--- src/rtl/motion_decoder_if.sv ---
// Command/status bundle between the button-code converter and the motion decoder.
// The decoder side (slave) samples the command and drives wheel, heading and location status.
interface motion_decoder_if;
    logic [2:0] motor_mode;
    logic       left_fwd;
    logic       left_rev;
    logic       right_fwd;
    logic       right_rev;
    logic [2:0] heading;
    logic [7:0] loc_x;
    logic [7:0] loc_y;
    logic       moving;
    logic       mode_chg;
    logic       bad_mode;

    modport master (
        output motor_mode,
        input  left_fwd, left_rev, right_fwd, right_rev,
        input  heading, loc_x, loc_y, moving, mode_chg, bad_mode
    );

    modport slave (
        input  motor_mode,
        output left_fwd, left_rev, right_fwd, right_rev,
        output heading, loc_x, loc_y, moving, mode_chg, bad_mode
    );
endinterface

--- src/rtl/motion_decoder.sv ---
// Samples the motion command once per tick and dead-reckons wheel drive, compass heading
// and an 8-bit wrapping (x, y) location for the bot.
module motion_decoder #(
    parameter bit         simulate = 1'b0,
    parameter logic [7:0] INIT_X   = 8'd64,
    parameter logic [7:0] INIT_Y   = 8'd64
) (
    input logic             clk,
    input logic             reset,
    motion_decoder_if.slave bus
);
    typedef enum logic [2:0] {
        STOP = 3'b000,
        R_1X = 3'b001,
        R_2X = 3'b010,
        L_1X = 3'b011,
        L_2X = 3'b100,
        FWD  = 3'b101,
        REV  = 3'b110,
        BAD  = 3'b111
    } mode_t;

    localparam logic [25:0] TERM = simulate ? 26'd5 : 26'd19_999_999;

    logic [25:0] tick_cnt;
    logic        tick;
    mode_t       sample;
    mode_t       mode_q;
    logic [3:0]  wheels_q, wheels_d;
    logic [2:0]  heading_q, heading_d;
    logic [7:0]  x_q, y_q, x_d, y_d;
    logic [1:0]  ux, uy;
    logic [7:0]  step_x, step_y;
    logic        chg_q;
    logic        bad_q;

    assign sample = mode_t'(bus.motor_mode);
    assign tick   = (tick_cnt == TERM);

    always_ff @(posedge clk or posedge reset) begin
        if (reset)
            tick_cnt <= '0;
        else if (tick)
            tick_cnt <= '0;
        else
            tick_cnt <= tick_cnt + 26'd1;
    end

    // Unit step for the heading held before this tick; 2-bit two's complement per axis.
    always_comb begin
        ux = 2'b00;
        uy = 2'b00;
        unique case (heading_q)
            3'd0: begin ux = 2'b00; uy = 2'b01; end
            3'd1: begin ux = 2'b01; uy = 2'b01; end
            3'd2: begin ux = 2'b01; uy = 2'b00; end
            3'd3: begin ux = 2'b01; uy = 2'b11; end
            3'd4: begin ux = 2'b00; uy = 2'b11; end
            3'd5: begin ux = 2'b11; uy = 2'b11; end
            3'd6: begin ux = 2'b11; uy = 2'b00; end
            3'd7: begin ux = 2'b11; uy = 2'b01; end
        endcase
    end

    assign step_x = {{6{ux[1]}}, ux};
    assign step_y = {{6{uy[1]}}, uy};

    always_comb begin
        wheels_d  = 4'b0000;
        heading_d = heading_q;
        x_d       = x_q;
        y_d       = y_q;
        case (sample)
            R_1X: begin wheels_d = 4'b1000; heading_d = heading_q + 3'd1; end
            R_2X: begin wheels_d = 4'b1001; heading_d = heading_q + 3'd2; end
            L_1X: begin wheels_d = 4'b0010; heading_d = heading_q - 3'd1; end
            L_2X: begin wheels_d = 4'b0110; heading_d = heading_q - 3'd2; end
            FWD: begin
                wheels_d = 4'b1010;
                x_d      = x_q + step_x;
                y_d      = y_q + step_y;
            end
            REV: begin
                wheels_d = 4'b0101;
                x_d      = x_q - step_x;
                y_d      = y_q - step_y;
            end
            default: ;
        endcase
    end

    // mode_chg is the one signal that also moves off-tick, so it drops after a single clk.
    always_ff @(posedge clk or posedge reset) begin
        if (reset) begin
            mode_q    <= STOP;
            wheels_q  <= 4'b0000;
            heading_q <= 3'd0;
            x_q       <= INIT_X;
            y_q       <= INIT_Y;
            chg_q     <= 1'b0;
            bad_q     <= 1'b0;
        end else begin
            chg_q <= 1'b0;
            if (tick) begin
                mode_q    <= sample;
                chg_q     <= (sample != mode_q);
                wheels_q  <= wheels_d;
                heading_q <= heading_d;
                x_q       <= x_d;
                y_q       <= y_d;
                if (sample == BAD)
                    bad_q <= 1'b1;
            end
        end
    end

    assign bus.left_fwd  = wheels_q[3];
    assign bus.left_rev  = wheels_q[2];
    assign bus.right_fwd = wheels_q[1];
    assign bus.right_rev = wheels_q[0];
    assign bus.heading   = heading_q;
    assign bus.loc_x     = x_q;
    assign bus.loc_y     = y_q;
    assign bus.moving    = (mode_q == FWD) || (mode_q == REV);
    assign bus.mode_chg  = chg_q;
    assign bus.bad_mode  = bad_q;
endmodule
--- src/flat_wrapper.sv ---
// flat-port wrapper written by rule: the top's interface ports become plain ports
module motion_decoder_flat 
#(
    parameter bit         simulate = 1'b0,
    parameter logic [7:0] INIT_X   = 8'd64,
    parameter logic [7:0] INIT_Y   = 8'd64
)
  (clk, reset, bus_motor_mode, bus_left_fwd, bus_left_rev, bus_right_fwd, bus_right_rev, bus_heading, bus_loc_x, bus_loc_y, bus_moving, bus_mode_chg, bus_bad_mode);
  motion_decoder_if bus_i ();
  input logic clk;
  input logic reset;
  input wire logic [$bits(bus_i.motor_mode)-1:0] bus_motor_mode;
  output wire logic [$bits(bus_i.left_fwd)-1:0] bus_left_fwd;
  output wire logic [$bits(bus_i.left_rev)-1:0] bus_left_rev;
  output wire logic [$bits(bus_i.right_fwd)-1:0] bus_right_fwd;
  output wire logic [$bits(bus_i.right_rev)-1:0] bus_right_rev;
  output wire logic [$bits(bus_i.heading)-1:0] bus_heading;
  output wire logic [$bits(bus_i.loc_x)-1:0] bus_loc_x;
  output wire logic [$bits(bus_i.loc_y)-1:0] bus_loc_y;
  output wire logic [$bits(bus_i.moving)-1:0] bus_moving;
  output wire logic [$bits(bus_i.mode_chg)-1:0] bus_mode_chg;
  output wire logic [$bits(bus_i.bad_mode)-1:0] bus_bad_mode;
  assign bus_i.motor_mode = bus_motor_mode;
  assign bus_left_fwd = bus_i.left_fwd;
  assign bus_left_rev = bus_i.left_rev;
  assign bus_right_fwd = bus_i.right_fwd;
  assign bus_right_rev = bus_i.right_rev;
  assign bus_heading = bus_i.heading;
  assign bus_loc_x = bus_i.loc_x;
  assign bus_loc_y = bus_i.loc_y;
  assign bus_moving = bus_i.moving;
  assign bus_mode_chg = bus_i.mode_chg;
  assign bus_bad_mode = bus_i.bad_mode;
  motion_decoder #(.simulate(simulate), .INIT_X(INIT_X), .INIT_Y(INIT_Y)) u_core (.clk(clk), .reset(reset), .bus(bus_i));
endmodule
--- config.mk ---
export PLATFORM = sky130hd
export DESIGN_NAME = motion_decoder_flat
export DESIGN_NICKNAME = d
export VERILOG_FILES = /design/src/rtl/motion_decoder_if.sv /design/src/rtl/motion_decoder.sv /design/src/flat_wrapper.sv
export SDC_FILE = /design/constraint.sdc
export NUM_CORES = 1
export LEC_CHECK = 0
export BUFFER_PORTS_ARGS = -buffer_cell sky130_fd_sc_hd__buf_2
export CORE_ASPECT_RATIO = 0.9
export CORE_MARGIN = 4
export CORE_UTILIZATION = 55
export DETAILED_ROUTE_END_ITERATION = 6
export MAX_ROUTING_LAYER = met4
export PLACE_DENSITY = 0.73
export SKIP_CTS_REPAIR_TIMING = 1
export SYNTH_ARGS = -nofsm -noshare
export SYNTH_HDL_FRONTEND = slang
export SYNTH_SLANG_ARGS = --single-unit
--- constraint.sdc ---
create_clock -name clk -period 3.6 [get_ports clk]
set_clock_uncertainty 0.15 [all_clocks]
set_input_delay 0.54 -clock clk [delete_from_list [all_inputs] [get_ports clk]]
set_output_delay 0.54 -clock clk [all_outputs]
set_load 0.005 [all_outputs]
# Word level (Yosys, flattened, before mapping)
# Memory sizes are Yosys's and may differ from the RTL's.
# Index checks and enable logic that the tools add are counted.
# word_totals
reg_bits	54
mem_bits_ro	32
in_bits	5
out_inout_bits	26
word_cells	41
n_memories	1
# op_classes
add_sub_neg	9
eq_ne	11
mux	6
reduce_logical	6
# mem_list
name	words	width	read_ports	rd_clocked_by_memory_dff	wr	line	text
(name not given)	8	4	1	0	0	motion_decoder.sv:53	unique case (heading_q)
# op_table
operator	n
$pmux 8 s2	2
$add 26x1->26 const B	1
$eq 26x25->1 const B	1
$mux 26	1
$pmux 4 s6	1
$eq 3x3->1 const B	6
$add 8x8->8	2
$sub 8x8->8	2
$pmux 3 s4	1
$eq 3x2->1 const B	2
$reduce_and 2->1	3
$reduce_bool 4->1	1
$add 3x1->3 const B	1
$add 3x2->3 const B	1
$eq 3x1->1 const B	1
$ne 3x3->1	1
$sub 3x1->3 const B	1
$sub 3x2->3 const B	1
$reduce_bool 2->1	1
$logic_or 1x1->1	1
$mux 1	1

# Depth between registers and ports, before layout
# Gate-level depths: netlist (run 1).
# depth
depth_word	3
mapped_depth	14
mapped_depth_nobuf	12

# Worst setup path after synthesis (run 1)
# Ideal clock, no wire load.
# synth_timing
kind	input-to-reg
startpoint	input port bus_motor_mode[1]
endpoint	register u_core.x_q[7] (netlist: u_core.bus.loc_x[7])
setup_ps	79
arrival_ps	2730
t_required_ps	3371
path_slack_ps	640
stages	14
path_buffers	2
path_cell_list	buf_6 > and3b_4 > xnor2_2 > and2_1 > inv_1 > buf_2 > ha_1 > nor2b_1 > o31ai_1 > nand2b_1 > o21ai_0 > nand3b_1 > a21oi_1 > xor2_1
# synth_between
elab_chain_cells	3
word_cells_on_any_way	5
cone_classes	eq/ne: 2; mux: 1; reduce/logical: 2
# synth_lines
item	line	text
start, declared	flat_wrapper.sv:12	input wire logic [$bits(bus_i.motor_mode)-1:0] bus_motor_mode;
$eq 3x3->1	motion_decoder.sv:73	case (sample)
$reduce_bool 2->1 (no source line)	n/a	
$reduce_and 2->1 (no source line)	n/a	
end signal, assigned	motion_decoder.sv:98	x_q <= INIT_X;
end signal, assigned	motion_decoder.sv:109	x_q <= x_d;
end, declared	motion_decoder.sv:31	logic [7:0] x_q, y_q, x_d, y_d;
# Parallel ways exist; a longest one is shown, timed or not.
# A chain may end at the register's enable or synchronous reset.

# Worst setup path after layout (run 1)
# layout_timing
startpoint	input port bus_motor_mode[0]
endpoint	register u_core.x_q[7] (netlist: u_core.bus.loc_x[7])
# Same word-level chain as after synthesis.

==> metrics.txt, run 1 <==
Synth Net Count=375; Skew-Pair Late Insertion Delay=just over 0.3 ns; path type of the worst min-delay path=in -> async; global-route wire length before repair=11,800 um; final RePlAce weighted congestion=0.835; Period Utilization, post-route=between 80% and 90%; slew at the pin closest to its max-slew limit=around 0.66 ns; pin count of the biggest net entering global routing=33; Critical Path AT=roughly 3.2 ns; total vias in the final route=about 2,700; setup violation total in the final timing report=0; slowest stage delay, CP=between 0.3 and 0.4 ns; cell area after synthesis=3340 sq um; Core Region=between 5000 and 6000 sq um; via count of the first global-routing pass=~2,500; critical path class=in -> reg; starting utilization of the core area=57.7%; remaining antenna violation count after routing=0; CTS tree=built; number of placed I/O pins=31; placed cells=between 400 and 500; # DRC=0; most used flip-flop cell after synthesis=sky130_fd_sc_hd__dfrtp_1; fmax=320 MHz; number of antenna violations at the first check in global routing=0; number of failing hold endpoints at the final stage=0; max-slew headroom at the worst pin=about 56%; detail-routed net length per standard cell=14.7 um; cell count after synthesis=between 300 and 400; Async S/R FF share, synth=100%; gr ovfl total=0; HPWL after detailed placement=slightly below 5000 um; largest cells by area after synthesis=sky130_fd_sc_hd__dfrtp_1 (39%), sky130_fd_sc_hd__xnor2_1 (5.8%), sky130_fd_sc_hd__nand2_1 (5.1%); max-slew violation total from the final report=0; proportion of synthesized chip area in sequential cells=around two fifths; Slowest cell on crit path=sky130_fd_sc_hd__inv_1; floorplan die area=~7400 sq um; Root Buffer Master=sky130_fd_sc_hd__clkbuf_8; ant diodes=0; unrepaired setup endpoints after global routing=false; Tmin final=3.12 ns; most frequent cells in the layout=sky130_fd_sc_hd__dfrtp_1 (52), sky130_fd_sc_hd__nand2_1 (45), sky130_fd_sc_hd__nor2_1 (30), sky130_fd_sc_hd__buf_2 (30), sky130_fd_sc_hd__xnor2_1 (22); count of flip-flops with a built-in enable after synthesis=0; die height=82.0 um; cell accounting for the most synthesized area=sky130_fd_sc_hd__dfrtp_1; register bit count reported by yosys=54; PortBufs=30; layout net count=400; Yosys warnings=0; total global-route track usage=20.0%; Netlist cell types=65; Clock H-tree levels=2; outcome=finished, final reports clean; number of sinks handled by clock tree synthesis=between 50 and 60; CP Capture Type=flop; DR pass1 iterations=4; leading cell type in the layout, fill and taps excluded=sky130_fd_sc_hd__dfrtp_1; final non-filler cell total=455; reg2reg setup slack=between 0.5 and 0.6 ns; worst-case vdd ir drop=around 0.00021 V; startpoint type of the worst setup path=input port; DR vias/cell=approximately 5.8; Routed Wire Length=between 6000 and 7000 um; share of Yosys cell area claimed by the top area cell type=a little under 40%; Sum Neg Setup Slack=0 ns; deepest clock path buffer count=2; Leakage Power=1.68 nW; number of buffers inserted during clock tree synthesis=5; cell breakdown of the critical path=buf_2 -> and3b_4 -> xnor2_2 -> and2_1 -> inv_1 -> ha_1 -> nor2b_1 -> o31ai_1 -> nand2b_1 -> o21ai_0 -> nand3b_1 -> a21oi_1 -> xor2_1; data required time at the worst endpoint=between 3 and 4 ns; power density cells=288 nW/um^2; area delta synth->final=8.65%; syn avg cell area=between 9 and 10 sq um; Clock transition at path regs=~0.1 ns; cell row count=26; highest fanout seen on the critical path=14; number of maximum-capacitance violations=0; floorplan die width=around 90 um; share of post-route cells with drive strength above 1=14.5%; drt initial violations=between 100 and 150
==> registers in the layout (all words and copies together) (netlist names) <==
name                 flops
u_core.bus.mode_chg      1
u_core.bus.loc_x         8
u_core.bus.heading       3
u_core.bus.bad_mode      1
u_core.bus.loc_y         8
u_core.tick_cnt         26
u_core.wheels_q          4
u_core.mode_q            3
==> critical path: cells and delay by family <==
family / cells / cell delay, ns
AND/OR/NAND/NOR: 5 / 0.82
AO/OA/AOI/OAI: 3 / 0.62
buffers and inverters: 2 / 0.56
XOR/XNOR: 2 / 0.33
adder cells (fa/ha/maj): 1 / 0.32
==> area by class of cell <==
cell class,count,area [sq um]
clock buffers,6,82.6
fillers,531,2160
clock inverters,2,17.5
multi-input cells,279,1880
inverters,11,41.3
well taps,70,87.6
repair buffers,33,173
flip-flops and latches,54,1350
==> Yosys cell counts (4+ instances only) <==
| library cell | instances |
|---|---|
| sky130_fd_sc_hd__and2_1 | 4 |
| sky130_fd_sc_hd__nor3_1 | 4 |
| sky130_fd_sc_hd__nor2_1 | 30 |
| sky130_fd_sc_hd__dfrtp_1 | 52 |
| sky130_fd_sc_hd__o31ai_1 | 4 |
| sky130_fd_sc_hd__nand4_1 | 6 |
| sky130_fd_sc_hd__inv_1 | 11 |
| sky130_fd_sc_hd__nand2_1 | 45 |
| sky130_fd_sc_hd__and3_1 | 10 |
| sky130_fd_sc_hd__ha_1 | 8 |
| sky130_fd_sc_hd__nor2b_1 | 5 |
| sky130_fd_sc_hd__xor2_1 | 18 |
| sky130_fd_sc_hd__clkbuf_1 | 7 |
| sky130_fd_sc_hd__xnor2_1 | 22 |
| sky130_fd_sc_hd__a21oi_1 | 14 |
| sky130_fd_sc_hd__nand3b_1 | 5 |
| sky130_fd_sc_hd__nand3_1 | 18 |
| sky130_fd_sc_hd__o21ai_0 | 13 |
| sky130_fd_sc_hd__nor4_1 | 6 |
| sky130_fd_sc_hd__nand2b_1 | 5 |
==> metrics by stage <==
stage	utilization [%]	cell area, sq um	total power, mW	hold slack [ns]	worst slack [ns]
after global placement	61.0	3530	0.693	0.297	0.321
after global routing	62.7	3630	1.11	0.218	0.213
after detailed placement	61.0	3530	0.695	0.306	0.189
final	62.7	3630	1.05	0.162	0.479
after floorplan	-	3340	0.680	0.305	0.640
after CTS	62.7	3630	1.06	0.191	0.491
==> power by group <==
part | switching [mW] | total [mW] | internal (mW)
combinational | 0.0482 | 0.0750 | 0.0268
clock | 0.205 | 0.364 | 0.159
sequential | 0.000774 | 0.608 | 0.607
==> final timing paths <==
| check | start | to | depth (start not counted) |
|---|---|---|---|
| max in group asynchronous | reset | u_core.bus.loc_y[6]$_DFFE_PP1P_ | 3 |
| min in group clk | u_core.bus.loc_x[7]$_DFFE_PP0P_ | u_core.bus.loc_x[7]$_DFFE_PP0P_ | 1 |
| setup / recovery | bus_motor_mode[0] | u_core.bus.loc_x[7]$_DFFE_PP0P_ | 13 |
| hold / removal | reset | u_core.tick_cnt[21]$_DFF_PP0_ | 2 |
| hold reg to reg | u_core.bus.loc_x[7]$_DFFE_PP0P_ | u_core.bus.loc_x[7]$_DFFE_PP0P_ | 1 |
| setup reg to reg | u_core.bus.heading[1]$_DFFE_PP0N_ | u_core.bus.loc_x[7]$_DFFE_PP0P_ | 12 |
==> cell families (layout without fill, tap and decap cells) <==
group / Yosys count / count (layout) / synth area share, %
flops: 54 / 54 / 40.5
fa+ha+maj: 12 / 12 / 5.13
xor+xnor: 42 / 42 / 11.5
compound gates: 66 / 66 / 14.0
buf+inv: 26 / 52 / 3.37
mux: 5 / 5 / 1.83
simple gates: 154 / 154 / 23.7
==> layer usage <==
metal	vias to the layer above	GRT usage, %	wire length [um]
met1	1261	27.1	3310
met4	0	5.66	85
met2	63	31.2	3000
met3	9	3.75	303
met5	-	-	0
li1	1325	-	-
Power figures use the tool's default switching activity.
==> run 2: changes to the inputs <==
Clock period 3.6 ns to 3.8 ns, I/O delays scaled along.
==> run 2 against run 1 <==
Highest routed layer unchanged. Design area grew 0.45%. Sequential share of layout area fell by 0.17 points. Via count up 2.4%. Die area did not move. Global-route usage increased by 0.66 points. Clock-buffer cell count is 1 lower. Setup slack better by 0.26 ns.
==> metrics.txt, run 2 (same netlist as run 1, synthesis figures left out) <==
share of post-route cells with drive strength above 1=approximately 15%; ant diodes=0; CTS tree=built; drt initial violations=between 100 and 150; floorplan die area=7390 sq um; starting utilization of the core area=between 50% and 60%; Worst Hold Margin=~0.24 ns; Buffers & Inverters on Critical Path=0; max-slew headroom at the worst pin=between 40% and 50%; PortBufs=30; pre-CTS setup slack=around 0.46 ns; fmax=between 300 and 400 MHz; deepest clock path buffer count=2; startpoint type of the worst setup path=flop; most frequent cells in the layout=sky130_fd_sc_hd__dfrtp_1 (52), sky130_fd_sc_hd__nand2_1 (45), sky130_fd_sc_hd__nor2_1 (30), sky130_fd_sc_hd__buf_2 (30), sky130_fd_sc_hd__xnor2_1 (22); data required time at the worst endpoint=~3.9 ns; worst-case vdd ir drop=~0.00023 V; total vias in the final route=about 2,700; die height=82.0 um; gr ovfl total=0; HPWL after detailed placement=roughly 5000 um; Clock H-tree levels=2; Tmin final=roughly 3.1 ns; Leakage Power=about 1.7 nW; Clock transition at path regs=0.11 ns; global-route wire length before repair=12,200 um; Sum Neg Setup Slack=0 ns; final non-filler cell total=around 460; least setup slack across all paths after layout=around 0.74 ns; register containing the most flip-flops in the final layout=u_core.tick_cnt; Critical Path AT=between 3 and 4 ns; detail-routed net length per standard cell=15.3 um; path type of the worst min-delay path=in -> async; overall power of the completed layout=1.06 mW; via count of the first global-routing pass=roughly 2,700; remaining antenna violation count after routing=0; Root Buffer Master=sky130_fd_sc_hd__clkbuf_8; number of sinks handled by clock tree synthesis=54; final RePlAce weighted congestion=between 0.8 and 0.9; outcome=finished, final reports clean; Core Region=5790 sq um; number of failing hold endpoints at the final stage=0; final core occ=63.0%; number of antenna violations at the first check in global routing=0; CP Capture Type=flop; Period Utilization, post-route=between 80 and 90%; number of maximum-capacitance violations=0; cell breakdown of the critical path=nand2_1 -> o21a_1 -> ha_1 -> nand2_1 -> nand2_1 -> fa_1 -> a2111oi_0 -> o21ai_0 -> a21oi_1 -> xor2_1; flip-flop count of the largest register after layout=26; layout net count=400; DR vias/cell=between 5 and 6; final-layout fill cell count=about 500; DP Area=roughly 3500 sq um; leading cell type in the layout, fill and taps excluded=sky130_fd_sc_hd__dfrtp_1; area delta synth->final=9.14%; critical path class=reg -> reg; critical path's top delay family=compound AO/OA/AOI/OAI gates; floorplan die width=90.2 um; Slowest cell on crit path=sky130_fd_sc_hd__dfrtp_1; slowest stage delay, CP=around 0.52 ns; power density cells=about 290 nW/um^2; number of buffers inserted during clock tree synthesis=5; highest fanout seen on the critical path=10; cell row count=26; cell type with the highest occurrence count on the critical path=sky130_fd_sc_hd__nand2_1; post-route cell area=3650 sq um; number of placed I/O pins=31; Skew-Pair Late Insertion Delay=0.31 ns; Routed Wire Length=approximately 7000 um; pin count of the biggest net entering global routing=39; slew at the pin closest to its max-slew limit=between 0.8 and 0.9 ns; # DRC=0; unrepaired setup endpoints after global routing=false; total global-route track usage=20.7%; max-slew violation total from the final report=0; placed cells=447; setup violation total in the final timing report=0; DR pass1 iterations=4
run 2: cell count changes in the layout (fill, tap and decap cells not counted), sizes merged:
cell,previous run,this run
bufinv,0,1
clkinv,2,0
inv,11,13
clkbuf,6,5
run 2: cell type report:
| class | instances | area, sq um | share of cell area [%] |
|---|---|---|---|
| Tap cell | 70 | 87.6 | 2.40 |
| Sequential cell | 54 | 1350 | 37.1 |
| Timing Repair Buffer | 33 | 173 | 4.73 |
| Inverter | 11 | 41.3 | 1.13 |
| Clock buffer | 5 | 68.8 | 1.89 |
| Clock inverter | 3 | 47.5 | 1.30 |
| Multi-Input combinational cell | 279 | 1880 | 51.4 |
run 2: path summary, 6_finish.rpt:
check / slack [ns] / cells after the start / from / endpoint
worst max-delay path: 0.74 / 10 / u_core.bus.heading[1]$_DFFE_PP0N_ / u_core.bus.loc_y[6]$_DFFE_PP1P_
worst min-delay path: 0.24 / 2 / reset / u_core.bus.loc_y[7]$_DFFE_PP0P_
worst max register to register: 0.74 / 10 / u_core.bus.heading[1]$_DFFE_PP0N_ / u_core.bus.loc_y[6]$_DFFE_PP1P_
worst min register to register: 0.33 / 1 / u_core.bus.bad_mode$_DFFE_PP0P_ / u_core.bus.bad_mode$_DFFE_PP0P_
max in group asynchronous: 2.52 / 3 / reset / u_core.bus.heading[0]$_DFFE_PP0P_
min in group clk: 0.33 / 1 / u_core.bus.bad_mode$_DFFE_PP0P_ / u_core.bus.bad_mode$_DFFE_PP0P_
run 2: per-layer routing:
metal / global-route usage (%) / up-vias / wire (um)
met5: - / - / 0
met4: 7.03 / 0 / 100
met3: 3.30 / 12 / 328
met2: 33.7 / 68 / 3190
met1: 26.8 / 1313 / 3320
li1: - / 1329 / -
run 2: power by group:
| group | switching [mW] | internal (mW) | total (mW) | leakage (nW) |
|---|---|---|---|---|
| registers | 0.000763 | 0.575 | 0.576 | 0.695 |
| clock network | 0.210 | 0.201 | 0.412 | 0.0591 |
| logic | 0.0468 | 0.0254 | 0.0722 | 0.932 |
| total | 0.258 | 0.802 | 1.06 | 1.69 |
==> run 3: changes to the inputs <==
Clock period 3.8 ns to 2.85 ns, I/O delays scaled along.
==> run 3 against run 2 <==
Total power grew 27%. First-iteration DRC count decreased by 21%. Maximum frequency is 11% higher. Clock-buffer cell count is the same.
==> metrics.txt, run 3 (same netlist as run 1, synthesis figures left out) <==
pin count of the biggest net entering global routing=23; cell type with the highest occurrence count on the critical path=sky130_fd_sc_hd__nand2_1; DR vias/cell=roughly 6; cell row count=26; Routed Wire Length=a little over 7000 um; post-route cell area=approximately 3800 sq um; number of antenna violations at the first check in global routing=0; data required time at the worst endpoint=between 2 and 3 ns; fmax=between 300 and 400 MHz; total vias in the final route=2,769; number of cells on the worst reg-to-reg path=11; min-delay src=u_core.bus.bad_mode$_DFFE_PP0P_; PortBufs=30; die height=around 80 um; Skew-Pair Late Insertion Delay=roughly 0.32 ns; CP Capture Type=flop; Period Utilization, post-route=roughly 97%; outcome=finished, final reports clean; Tmin final=~2.8 ns; startpoint of the most critical register-to-register path=u_core.bus.heading[1]$_DFFE_PP0N_; least setup slack across all paths after layout=0.0922 ns; leading cell type in the layout, fill and taps excluded=sky130_fd_sc_hd__dfrtp_1; starting utilization of the core area=just under 60%; placed cells=between 400 and 500; Clock transition at path regs=0.11 ns; slew at the pin closest to its max-slew limit=roughly 0.48 ns; total global-route track usage=between 20% and 30%; critical path class=reg -> reg; Root Buffer Master=sky130_fd_sc_hd__clkbuf_8; critical path's top delay family=compound AO/OA/AOI/OAI gates; final RePlAce weighted congestion=between 0.8 and 0.9; cell breakdown of the critical path=nand2b_4 -> o21a_1 -> ha_1 -> nand2_1 -> nand2_2 -> ha_4 -> a21o_1 -> nand2_1 -> o211a_1 -> a311o_1 -> a32o_1; deepest clock path buffer count=2; global-route wire length before repair=roughly 12,000 um; share of post-route cells with drive strength above 1=19.9%; reg2reg setup slack=between 0.09 and 0.1 ns; DP Area=~3600 sq um; highest fanout seen on the critical path=5; floorplan die area=~7400 sq um; max-slew headroom at the worst pin=between 60% and 70%; Buffers & Inverters on Critical Path=0; pre-CTS setup slack=approximately 0.036 ns; gr ovfl total=0; Slowest cell on crit path=sky130_fd_sc_hd__dfrtp_1; Worst Hold Margin=about 0.32 ns; endpoint of the lowest-slack register-to-register path=u_core.bus.loc_y[5]$_DFFE_PP0P_; most frequent cells in the layout=sky130_fd_sc_hd__dfrtp_1 (51), sky130_fd_sc_hd__nand2_1 (43), sky130_fd_sc_hd__nor2_1 (30), sky130_fd_sc_hd__buf_2 (30), sky130_fd_sc_hd__xnor2_1 (22); register containing the most flip-flops in the final layout=u_core.tick_cnt; number of buffers inserted during clock tree synthesis=5; floorplan die width=90.2 um; power density cells=356 nW/um^2; drt initial violations=about 110; Leakage Power=~1.8 nW; CTS tree=built; layout net count=between 400 and 500; ant diodes=0; Critical Path AT=2.82 ns; final non-filler cell total=about 470; # DRC=0; area delta synth->final=13.3%; HPWL after detailed placement=5050 um; flip-flop count of the largest register after layout=26; via count of the first global-routing pass=about 2,700; path type of the worst min-delay path=reg -> reg; max-slew violation total from the final report=0; worst hold path stage count=1; detail-routed net length per standard cell=between 10 and 15 um; Clock H-tree levels=2; remaining antenna violation count after routing=0; number of sinks handled by clock tree synthesis=54; setup violation total in the final timing report=0; number of placed I/O pins=31; overall power of the completed layout=between 1 and 1.5 mW; Core Region=just under 6000 sq um; worst-case vdd ir drop=approximately 0.00024 V; slowest stage delay, CP=approximately 0.44 ns; startpoint type of the worst setup path=flop; number of maximum-capacitance violations=0; DR pass1 iterations=4; Min-Delay Endpoint=u_core.bus.bad_mode$_DFFE_PP0P_; number of failing hold endpoints at the final stage=0
-- run 3: changes by cell type in the layout (fill, tap and decap cells not counted), sizes merged --
cell	delta
buf	+16
bufinv	-1
dlygate4sd3	+1
inv	+1
-- run 3: metal layers --
| layer | GRT usage [%] | up-vias | share of wire [%] |
|---|---|---|---|
| met1 | 28.6 | 1339 | 50 |
| li1 | - | 1363 | - |
| met5 | - | - | 0 |
| met4 | 6.12 | 0 | 0.94 |
| met3 | 3.02 | 9 | 3.8 |
| met2 | 33.1 | 58 | 45 |
-- run 3: stage by stage --
stage	utilization [%]	setup TNS, ns
3_3_place_gp	62.7	0
4_1_cts	64.3	0
5_1_grt	65.4	-0.0176
3_5_place_dp	62.7	0
6_report	65.4	0
2_1_floorplan	-	0
-- run 3: worst max path at each step --
stage / slack, ns / to / cells after the start / from
floorplan: 0.003 / u_core.bus.loc_x[7]$_DFFE_PP0P_ / 14 / bus_motor_mode[1]
finish: 0.09 / u_core.bus.loc_y[5]$_DFFE_PP0P_ / 11 / u_core.bus.heading[1]$_DFFE_PP0N_
global route: -0.02 / u_core.bus.loc_y[5]$_DFFE_PP0P_ / 11 / u_core.bus.heading[1]$_DFFE_PP0N_
CTS: 0.02 / u_core.bus.loc_y[5]$_DFFE_PP0P_ / 11 / u_core.bus.heading[1]$_DFFE_PP0N_
global placement: 0.09 / u_core.bus.loc_x[6]$_DFFE_PP1P_ / 12 / bus_motor_mode[0]
detailed placement: 0.04 / u_core.bus.loc_x[7]$_DFFE_PP0P_ / 13 / bus_motor_mode[0]
-- run 3: final cells by class --
class | count | area (sq um)
sequential | 54 | 1360
multi-input combinational | 279 | 1900
clock inverter | 3 | 26.3
clock buffer | 5 | 68.8
timing repair buffer | 50 | 303
tap | 70 | 87.6
fill | 492 | 2010
inverter | 11 | 41.3
-- run 3: power breakdown --
group	internal [mW]	switching, mW	total [mW]
Combinational	0.0426	0.0650	0.108
Sequential	0.767	0.000877	0.767
Clock	0.183	0.289	0.472
